## config.mk

```make
export PLATFORM = sky130hd
export DESIGN_NAME = vga_timing_gen_flat
export DESIGN_NICKNAME = d
export VERILOG_FILES = /design/src/rtl/vga_timing_gen_if.sv /design/src/rtl/vga_timing_gen.sv /design/src/flat_wrapper.sv
export SDC_FILE = /design/constraint.sdc
export NUM_CORES = 1
export LEC_CHECK = 0
export ABC_AREA = 1
export ABC_CLOCK_PERIOD_IN_PS = 1950
export BUFFER_PORTS_ARGS = -buffer_cell sky130_fd_sc_hd__buf_2
export CAP_MARGIN = 10
export CORE_MARGIN = 2
export CORE_UTILIZATION = 55
export CTS_CLUSTER_DIAMETER = 40
export DETAILED_ROUTE_END_ITERATION = 16
export HOLD_SLACK_MARGIN = 0.1
export PLACE_DENSITY_LB_ADDON = 0.2
export SETUP_SLACK_MARGIN = 0.15
export SLEW_MARGIN = 0
export SYNTH_ARGS = -nofsm -noshare
export SYNTH_HDL_FRONTEND = slang
export SYNTH_SLANG_ARGS = --single-unit
```

## constraint.sdc

```tcl
create_clock -name clk -period 1.95 [get_ports clk]
set_input_delay 0.39 -clock clk [delete_from_list [all_inputs] [get_ports clk]]
set_output_delay 0.39 -clock clk [all_outputs]
set_load 0.005 [all_outputs]
```

## src/rtl/vga_timing_gen_if.sv

```systemverilog
// vga_timing_gen_if: pixel timing bundle (enable, counters, sync/active/frame tick).
interface vga_timing_gen_if;
    logic       pix_en;
    logic [9:0] x;
    logic [9:0] y;
    logic       h_sync;
    logic       v_sync;
    logic       active;
    logic       animate;
    modport master (output pix_en, x, y, h_sync, v_sync, active, animate);
    modport slave (input pix_en, x, y, h_sync, v_sync, active, animate);
endinterface

```

## src/rtl/vga_timing_gen.sv

```systemverilog
// vga_timing_gen: pixel-clock enable divider plus registered VGA sync/active/frame-tick decode.
module vga_timing_gen #(
    parameter int CLK_DIV  = 2,
    parameter int H_ACTIVE = 640,
    parameter int H_FP     = 16,
    parameter int H_SYNC   = 96,
    parameter int H_BP     = 48,
    parameter int V_ACTIVE = 480,
    parameter int V_FP     = 10,
    parameter int V_SYNC   = 2,
    parameter int V_BP     = 33,
    parameter bit HS_POL   = 1'b0,
    parameter bit VS_POL   = 1'b0
) (
    input logic               clk,
    input logic               rst_n,
    vga_timing_gen_if.master  vga_o
);
    localparam logic [3:0] DIV_M1 = 4'(CLK_DIV - 1);
    localparam logic [9:0] HT_M1  = 10'(H_ACTIVE + H_FP + H_SYNC + H_BP - 1);
    localparam logic [9:0] VT_M1  = 10'(V_ACTIVE + V_FP + V_SYNC + V_BP - 1);
    localparam logic [9:0] HA     = 10'(H_ACTIVE);
    localparam logic [9:0] VA     = 10'(V_ACTIVE);
    localparam logic [9:0] HS_S   = 10'(H_ACTIVE + H_FP);
    localparam logic [9:0] HS_E   = 10'(H_ACTIVE + H_FP + H_SYNC);
    localparam logic [9:0] VS_S   = 10'(V_ACTIVE + V_FP);
    localparam logic [9:0] VS_E   = 10'(V_ACTIVE + V_FP + V_SYNC);
    logic [3:0] div_q, div_d;
    logic       pix_en_q;
    logic [9:0] x_q, x_d, y_q, y_d;
    logic       hs_q, vs_q, act_q, anim_q;
    always_comb begin
        div_d = (div_q == DIV_M1) ? 4'd0 : div_q + 4'd1;
        x_d   = (x_q == HT_M1) ? 10'd0 : x_q + 10'd1;
        y_d   = (x_q != HT_M1) ? y_q : (y_q == VT_M1) ? 10'd0 : y_q + 10'd1;
    end
    // Decode uses the next x/y so the registered flags line up with the counters.
    always_ff @(posedge clk or negedge rst_n) begin
        if (!rst_n) begin
            div_q    <= 4'd0;
            pix_en_q <= 1'b0;
            x_q      <= HT_M1;
            y_q      <= VT_M1;
            hs_q     <= !HS_POL;
            vs_q     <= !VS_POL;
            act_q    <= 1'b0;
            anim_q   <= 1'b0;
        end else begin
            div_q    <= div_d;
            pix_en_q <= (div_d == DIV_M1);
            if (pix_en_q) begin
                x_q    <= x_d;
                y_q    <= y_d;
                hs_q   <= (x_d >= HS_S && x_d < HS_E) ? HS_POL : !HS_POL;
                vs_q   <= (y_d >= VS_S && y_d < VS_E) ? VS_POL : !VS_POL;
                act_q  <= (x_d < HA) && (y_d < VA);
                anim_q <= (x_d == 10'd0) && (y_d == VA);
            end
        end
    end
    assign vga_o.pix_en  = pix_en_q;
    assign vga_o.x       = x_q;
    assign vga_o.y       = y_q;
    assign vga_o.h_sync  = hs_q;
    assign vga_o.v_sync  = vs_q;
    assign vga_o.active  = act_q;
    assign vga_o.animate = anim_q;
endmodule

```

## src/flat_wrapper.sv

```systemverilog
// flat-port wrapper written by rule: the top's interface ports become plain ports
module vga_timing_gen_flat 
#(
    parameter int CLK_DIV  = 2,
    parameter int H_ACTIVE = 640,
    parameter int H_FP     = 16,
    parameter int H_SYNC   = 96,
    parameter int H_BP     = 48,
    parameter int V_ACTIVE = 480,
    parameter int V_FP     = 10,
    parameter int V_SYNC   = 2,
    parameter int V_BP     = 33,
    parameter bit HS_POL   = 1'b0,
    parameter bit VS_POL   = 1'b0
)
  (clk, rst_n, vga_o_pix_en, vga_o_x, vga_o_y, vga_o_h_sync, vga_o_v_sync, vga_o_active, vga_o_animate);
  vga_timing_gen_if vga_o_i ();
  input logic clk;
  input logic rst_n;
  output wire logic [$bits(vga_o_i.pix_en)-1:0] vga_o_pix_en;
  output wire logic [$bits(vga_o_i.x)-1:0] vga_o_x;
  output wire logic [$bits(vga_o_i.y)-1:0] vga_o_y;
  output wire logic [$bits(vga_o_i.h_sync)-1:0] vga_o_h_sync;
  output wire logic [$bits(vga_o_i.v_sync)-1:0] vga_o_v_sync;
  output wire logic [$bits(vga_o_i.active)-1:0] vga_o_active;
  output wire logic [$bits(vga_o_i.animate)-1:0] vga_o_animate;
  assign vga_o_pix_en = vga_o_i.pix_en;
  assign vga_o_x = vga_o_i.x;
  assign vga_o_y = vga_o_i.y;
  assign vga_o_h_sync = vga_o_i.h_sync;
  assign vga_o_v_sync = vga_o_i.v_sync;
  assign vga_o_active = vga_o_i.active;
  assign vga_o_animate = vga_o_i.animate;
  vga_timing_gen #(.CLK_DIV(CLK_DIV), .H_ACTIVE(H_ACTIVE), .H_FP(H_FP), .H_SYNC(H_SYNC), .H_BP(H_BP), .V_ACTIVE(V_ACTIVE), .V_FP(V_FP), .V_SYNC(V_SYNC), .V_BP(V_BP), .HS_POL(HS_POL), .VS_POL(VS_POL)) u_core (.clk(clk), .rst_n(rst_n), .vga_o(vga_o_i));
endmodule
```

Word-level counts from Yosys, hierarchy flattened:

Cells that the tools add are included.

* logic and storage cells: 34
* input port bits: 2
* flip-flop bits (word level): 29
* output and inout port bits: 25

* eq/ne operators: 6
* add/sub/neg operators: 3
* muxes and demuxes: 6
* magnitude comparators: 6
* reductions and logical operators: 5

Operators with widths (count)
* $mux 10: 3
* $add 10x1->10 const B: 2
* $eq 10x10->1 const B: 2
* $lt 10x10->1 const B: 2
* $lt 10x9->1 const B: 2
* $eq 10x9->1 const B: 1
* $ge 10x10->1 const B: 1
* $ge 10x9->1 const B: 1
* $logic_not 10->1: 1
* $ne 10x10->1 const B: 1
* $eq 4x1->1 const B: 2
* $add 4x1->4 const B: 1
* $logic_and 1x1->1: 4
* $mux 4: 1
* $mux 1: 2

Logic depth before layout (Yosys ltp):

* word-level depth: 6
* mapped depth: 13
* mapped depth without buffers: 13

Least setup slack after synthesis:

No wires, ideal clock.

* path type: reg2reg
* start: register u_core.x_q[0], in the netlist u_core.vga_o.x[0]
* end: register u_core.anim_q, in the netlist u_core.vga_o.animate
* stages on the path, launching flop included: 12
* library setup time: 0.117 ns
* required time: 1.833 ns
* clock period less this slack: 1.744 ns
* path buffers: 0
* arrival: 1.626 ns
* path slack: 0.206 ns
* path through: dfstp_2 ha_1 nand2_2 nor2_4 nand3_4 clkinv_2 nand3_1 nand2_1 inv_1 and3_1 nand3_1 nand2_1

* cells in the longest elaborated chain, start to end: 4
* elaborated cells on any way between the ends: 8
* those cells by class: 1 x add/sub; 3 x eq/ne; 2 x mux; 2 x reduce/logical

RTL lines
* start: declaration: line vga_timing_gen.sv:30 `logic [9:0] x_q, x_d, y_q, y_d;`
* start signal: assignment: line vga_timing_gen.sv:42 `x_q <= HT_M1;`
* start signal: assignment: line vga_timing_gen.sv:52 `x_q <= x_d;`
* $add 10x1->10 (tied with other cells): line vga_timing_gen.sv:34 `x_d = (x_q == HT_M1) ? 10'd0 : x_q + 10'd1;`
* $mux 10 (on tied branches): line vga_timing_gen.sv:34, vga_timing_gen.sv:35
* $logic_not 10->1 / $eq 10x9->1 (equally long branches): line vga_timing_gen.sv:57 `anim_q <= (x_d == 10'd0) && (y_d == VA);`
* $logic_and 1x1->1 *: line vga_timing_gen.sv:57
* end signal: assignment: line vga_timing_gen.sv:57
* end: declaration: line vga_timing_gen.sv:31 `logic hs_q, vs_q, act_q, anim_q;`

Mark *: on every way between the ends. The rest lies on a longest branch, timed or not.
A chain may end at the register's enable or synchronous reset.

Worst setup path in the final report:

* start: register u_core.x_q[1], in the netlist u_core.vga_o.x[1]
* end: register u_core.anim_q, in the netlist u_core.vga_o.animate

The elaborated chain is that of the path after synthesis.

==> flow_summary.json <==
{
  "run_status": "completed",
  "fmax_mhz": 546.4,
  "muxShareOfSynthArea_pct": 0,
  "first_iter_violations": 162,
  "antenna_found_initial": 0,
  "num_vias": 1895,
  "path_clk_slew_ns": 0.09,
  "h-tree-depth": 2,
  "worstHoldStart": "u_core.div_q[3]$_DFF_PN0_",
  "fillers": 289,
  "dp_hpwl_um": 3266,
  "synth_compound_area_share_pct": 10.50,
  "required_ns": 2.23,
  "vias_per_cell": 5.220,
  "critPathMaxFanout": 7,
  "finalCritPeriodShare_pct": 93.86,
  "row_count": 21,
  "wl_per_cell_um": 12.61,
  "fp.dieArea_um2": 3883,
  "path_cells": "ha_4, nand2_4, nor2_4, nand3_4, buf_6, nand2_2, nand2_2, nor2_4, and3_4, nand3_1, nand2_1",
  "synth_top_family_by_area": "simple AND/OR/NAND/NOR gates",
  "routed_wirelength_um": 4579,
  "worst-setup-path-type": "register to register",
  "syn-num-nets": 274,
  "power_density_nw_per_um2": 412.6,
  "io_pins": 27,
  "core_um2": 3311,
  "drv_cap": 0,
  "critPathSlowestCell": "dfstp_2",
  "fp.dieH_um": 62.32,
  "synthesis.area_um2": 1871,
  "grt_pass1_wl_um": 7783,
  "cts_tree": "built",
  "hold_viol": 0,
  "port_buffers": 26,
  "fin_ws_ns": 0.1198,
  "ys_types": 30,
  "r2r_start": "u_core.vga_o.x[1]$_DFFE_PN1P_",
  "nets": 321,
  "clockBufferDepth": 2,
  "syn_inst": 269,
  "worstSetupEndpointType": "register",
  "gp_congestion": 0.9293,
  "cp_num_buf_inv": 1,
  "cts_root_buf": "clkbuf_4",
  "maxSlewViolCount": 0,
  "skew_ns": 0.01330,
  "numCtsBuffers": 5,
  "clock-sinks": 29,
  "yosys.area_share.simple_pct": 38.73,
  "drc_errors": 0,
  "ir_drop_mv": 0.3477,
  "ant_nets": 0,
  "cpLargestDelayFamily": "simple AND/OR/NAND/NOR gates",
  "fp.dieW_um": 62.32,
  "hold_depth": 1,
  "worst_path_largest_cell_delay_ns": 0.57,
  "antenna_cells": 0,
  "grt_max_degree": 30,
  "rsz0062_at_grt": "yes",
  "design_area_um2": 2325,
  "cp.arrival_ns": 2.11,
  "worstMarginPinSlew_ns": 0.6388,
  "clkLatencyLatePin_ns": 0.33,
  "crit_cells": 11,
  "cp-start-kind": "register",
  "p_leak_uw": 0.001171,
  "track_usage_pct": 25.34,
  "first_pass_iters": 4,
  "start_util_pct": 56.50,
  "synthAdderAreaFrac_pct": 2.007,
  "grt_overflow": 0,
  "place_ws_ns": -0.01955,
  "synth_seq_cells": 29,
  "yosys_warnings": 0,
  "rr_worst_depth": 11,
  "cp-startpoint": "u_core.vga_o.x[1]$_DFFE_PN1P_",
  "synth_xor_area_share_pct": 0.4682,
  "dpl_cell_area_um2": 2077,
  "finalSetupViolCount": 0,
  "synth_area_per_cell_um2": 6.954,
  "hold_path_class": "register to register",
  "area_delta_synth_final_pct": 24.28,
  "seq_area_frac_synth_pct": 39.60,
  "worst_slew_margin_rel_pct": 57.41,
  "min_period_ns": 1.830,
  "layout-drive-gt1-share_pct": 31.55,
  "grt_pass1_vias": 1749
}
[flip-flops by register name, summed over array words and instances (netlist names)]
register / cells
u_core.div_q: 4
u_core.vga_o.v_sync: 1
u_core.vga_o.y: 10
u_core.vga_o.pix_en: 1
u_core.vga_o.animate: 1
u_core.vga_o.x: 10
u_core.vga_o.h_sync: 1
u_core.vga_o.active: 1
[area by class of cell]
| cell class | count | area [um2] | area share [%] |
|---|---|---|---|
| well taps | 46 | 57.56 | 2.476 |
| multi-input cells | 199 | 1054 | 45.32 |
| clock buffers | 8 | 48.80 | 2.099 |
| flip-flops and latches | 29 | 742.0 | 31.92 |
| repair buffers | 45 | 282.8 | 12.16 |
| inverters | 36 | 140.1 | 6.028 |
[what timing repair did]
item / in CTS / in global routing
hold endpoints to repair: 14 / 0
hold buffers: 1 / 0
setup endpoints to repair: 4 / 6
buffers inserted: 10 / 2
gates cloned: 0 / 0
pin swaps: 9 / 3
gates resized for setup: 15 / 19
[stage by stage]
step	setup TNS [ns]	hold slack [ns]	power (uW)	utilization [%]	cells
2_1_floorplan	0	0.09441	613.2	-	269
3_3_place_gp	0	0.4404	625.5	62.74	342
3_5_place_dp	-0.01955	0.4399	625.5	62.74	342
4_1_cts	0	0.4681	964.5	68.44	361
5_1_grt	0	0.5118	1004	70.22	363
6_report	0	0.4661	959.1	70.22	363
[per-layer routing]
layer / track usage, % / vias up / part of all wire (%)
met1: 33.37 / 865 / 45
met3: 5.435 / 9 / 6.1
met4: 9.167 / 0 / 2.0
li1: - / 955 / -
met2: 41.44 / 66 / 47
met5: 0 / - / 0
[logic make-up (layout without fill, tap and decap cells)]
logic type,count (synthesis),count (layout)
AOI/OAI and AO/OA,33,33
adders and majority gates,3,3
and+or+nand+nor,162,162
buffers and inverters,41,89
xor gates and xnor gates,1,1
DFF,29,29
[power by group]
part / internal [uW] / switching, uW
Combinational: 2.01 / 11.3
Clock: 143 / 200
Sequential: 602 / 0
Total: 748 / 211
[path summary, 6_finish.rpt]
kind                            slack, ns                          endpoint
worst min-delay path                 0.47         u_core.div_q[3]$_DFF_PN0_
worst max register to register       0.12  u_core.vga_o.animate$_DFFE_PN0P_
worst min register to register       0.47         u_core.div_q[3]$_DFF_PN0_
min in group asynchronous            0.61     u_core.vga_o.y[7]$_DFFE_PN0P_
worst max-delay path                 0.12  u_core.vga_o.animate$_DFFE_PN0P_
max in group asynchronous            0.89     u_core.vga_o.y[1]$_DFFE_PN0P_
[synth_stat cells]
library cell,number,area (um2)
o21a_1,4,30.03
ha_1,3,37.54
nand2_1,84,315.3
and3_1,1,6.260
clkinv_2,1,5.000
nand3_1,28,140.1
a21oi_1,3,15.01
nor2_4,2,22.52
or2_2,1,6.260
inv_1,32,120.1
clkinv_1,1,3.750
nand3_4,1,17.52
o21ai_2,2,17.52
nor3_1,4,20.02
xor2_1,1,8.760
inv_2,2,7.510
dfrtp_1,17,425.4
nand4_2,1,12.51
o21bai_2,1,11.26
dfstp_2,12,315.3
o21ai_0,20,100.1
clkbuf_1,4,15.01
nor2_2,1,6.260
nand3b_1,1,7.510
nor2_1,27,101.4
or2_0,1,6.260
o21bai_1,3,22.52
nand4_1,6,37.54
nand2_2,4,25.02
buf_6,1,11.26
[cells in the final DEF, fill, tap and decap left out, types with 3 or more instances in the layout]
master / count
buf_2: 26
buf_4: 16
clkbuf_1: 3
clkbuf_4: 5
dfrtp_1: 16
dfstp_2: 12
inv_1: 28
inv_2: 6
nand2_1: 80
nand2_2: 7
nand3_1: 25
nand3_2: 3
nand4_1: 6
nor2_1: 23
nor2_2: 5
nor3_1: 3
o21a_1: 4
o21ai_0: 15
o21ai_2: 5
o21bai_1: 3
No activity file was read; power rests on OpenSTA's default activity.
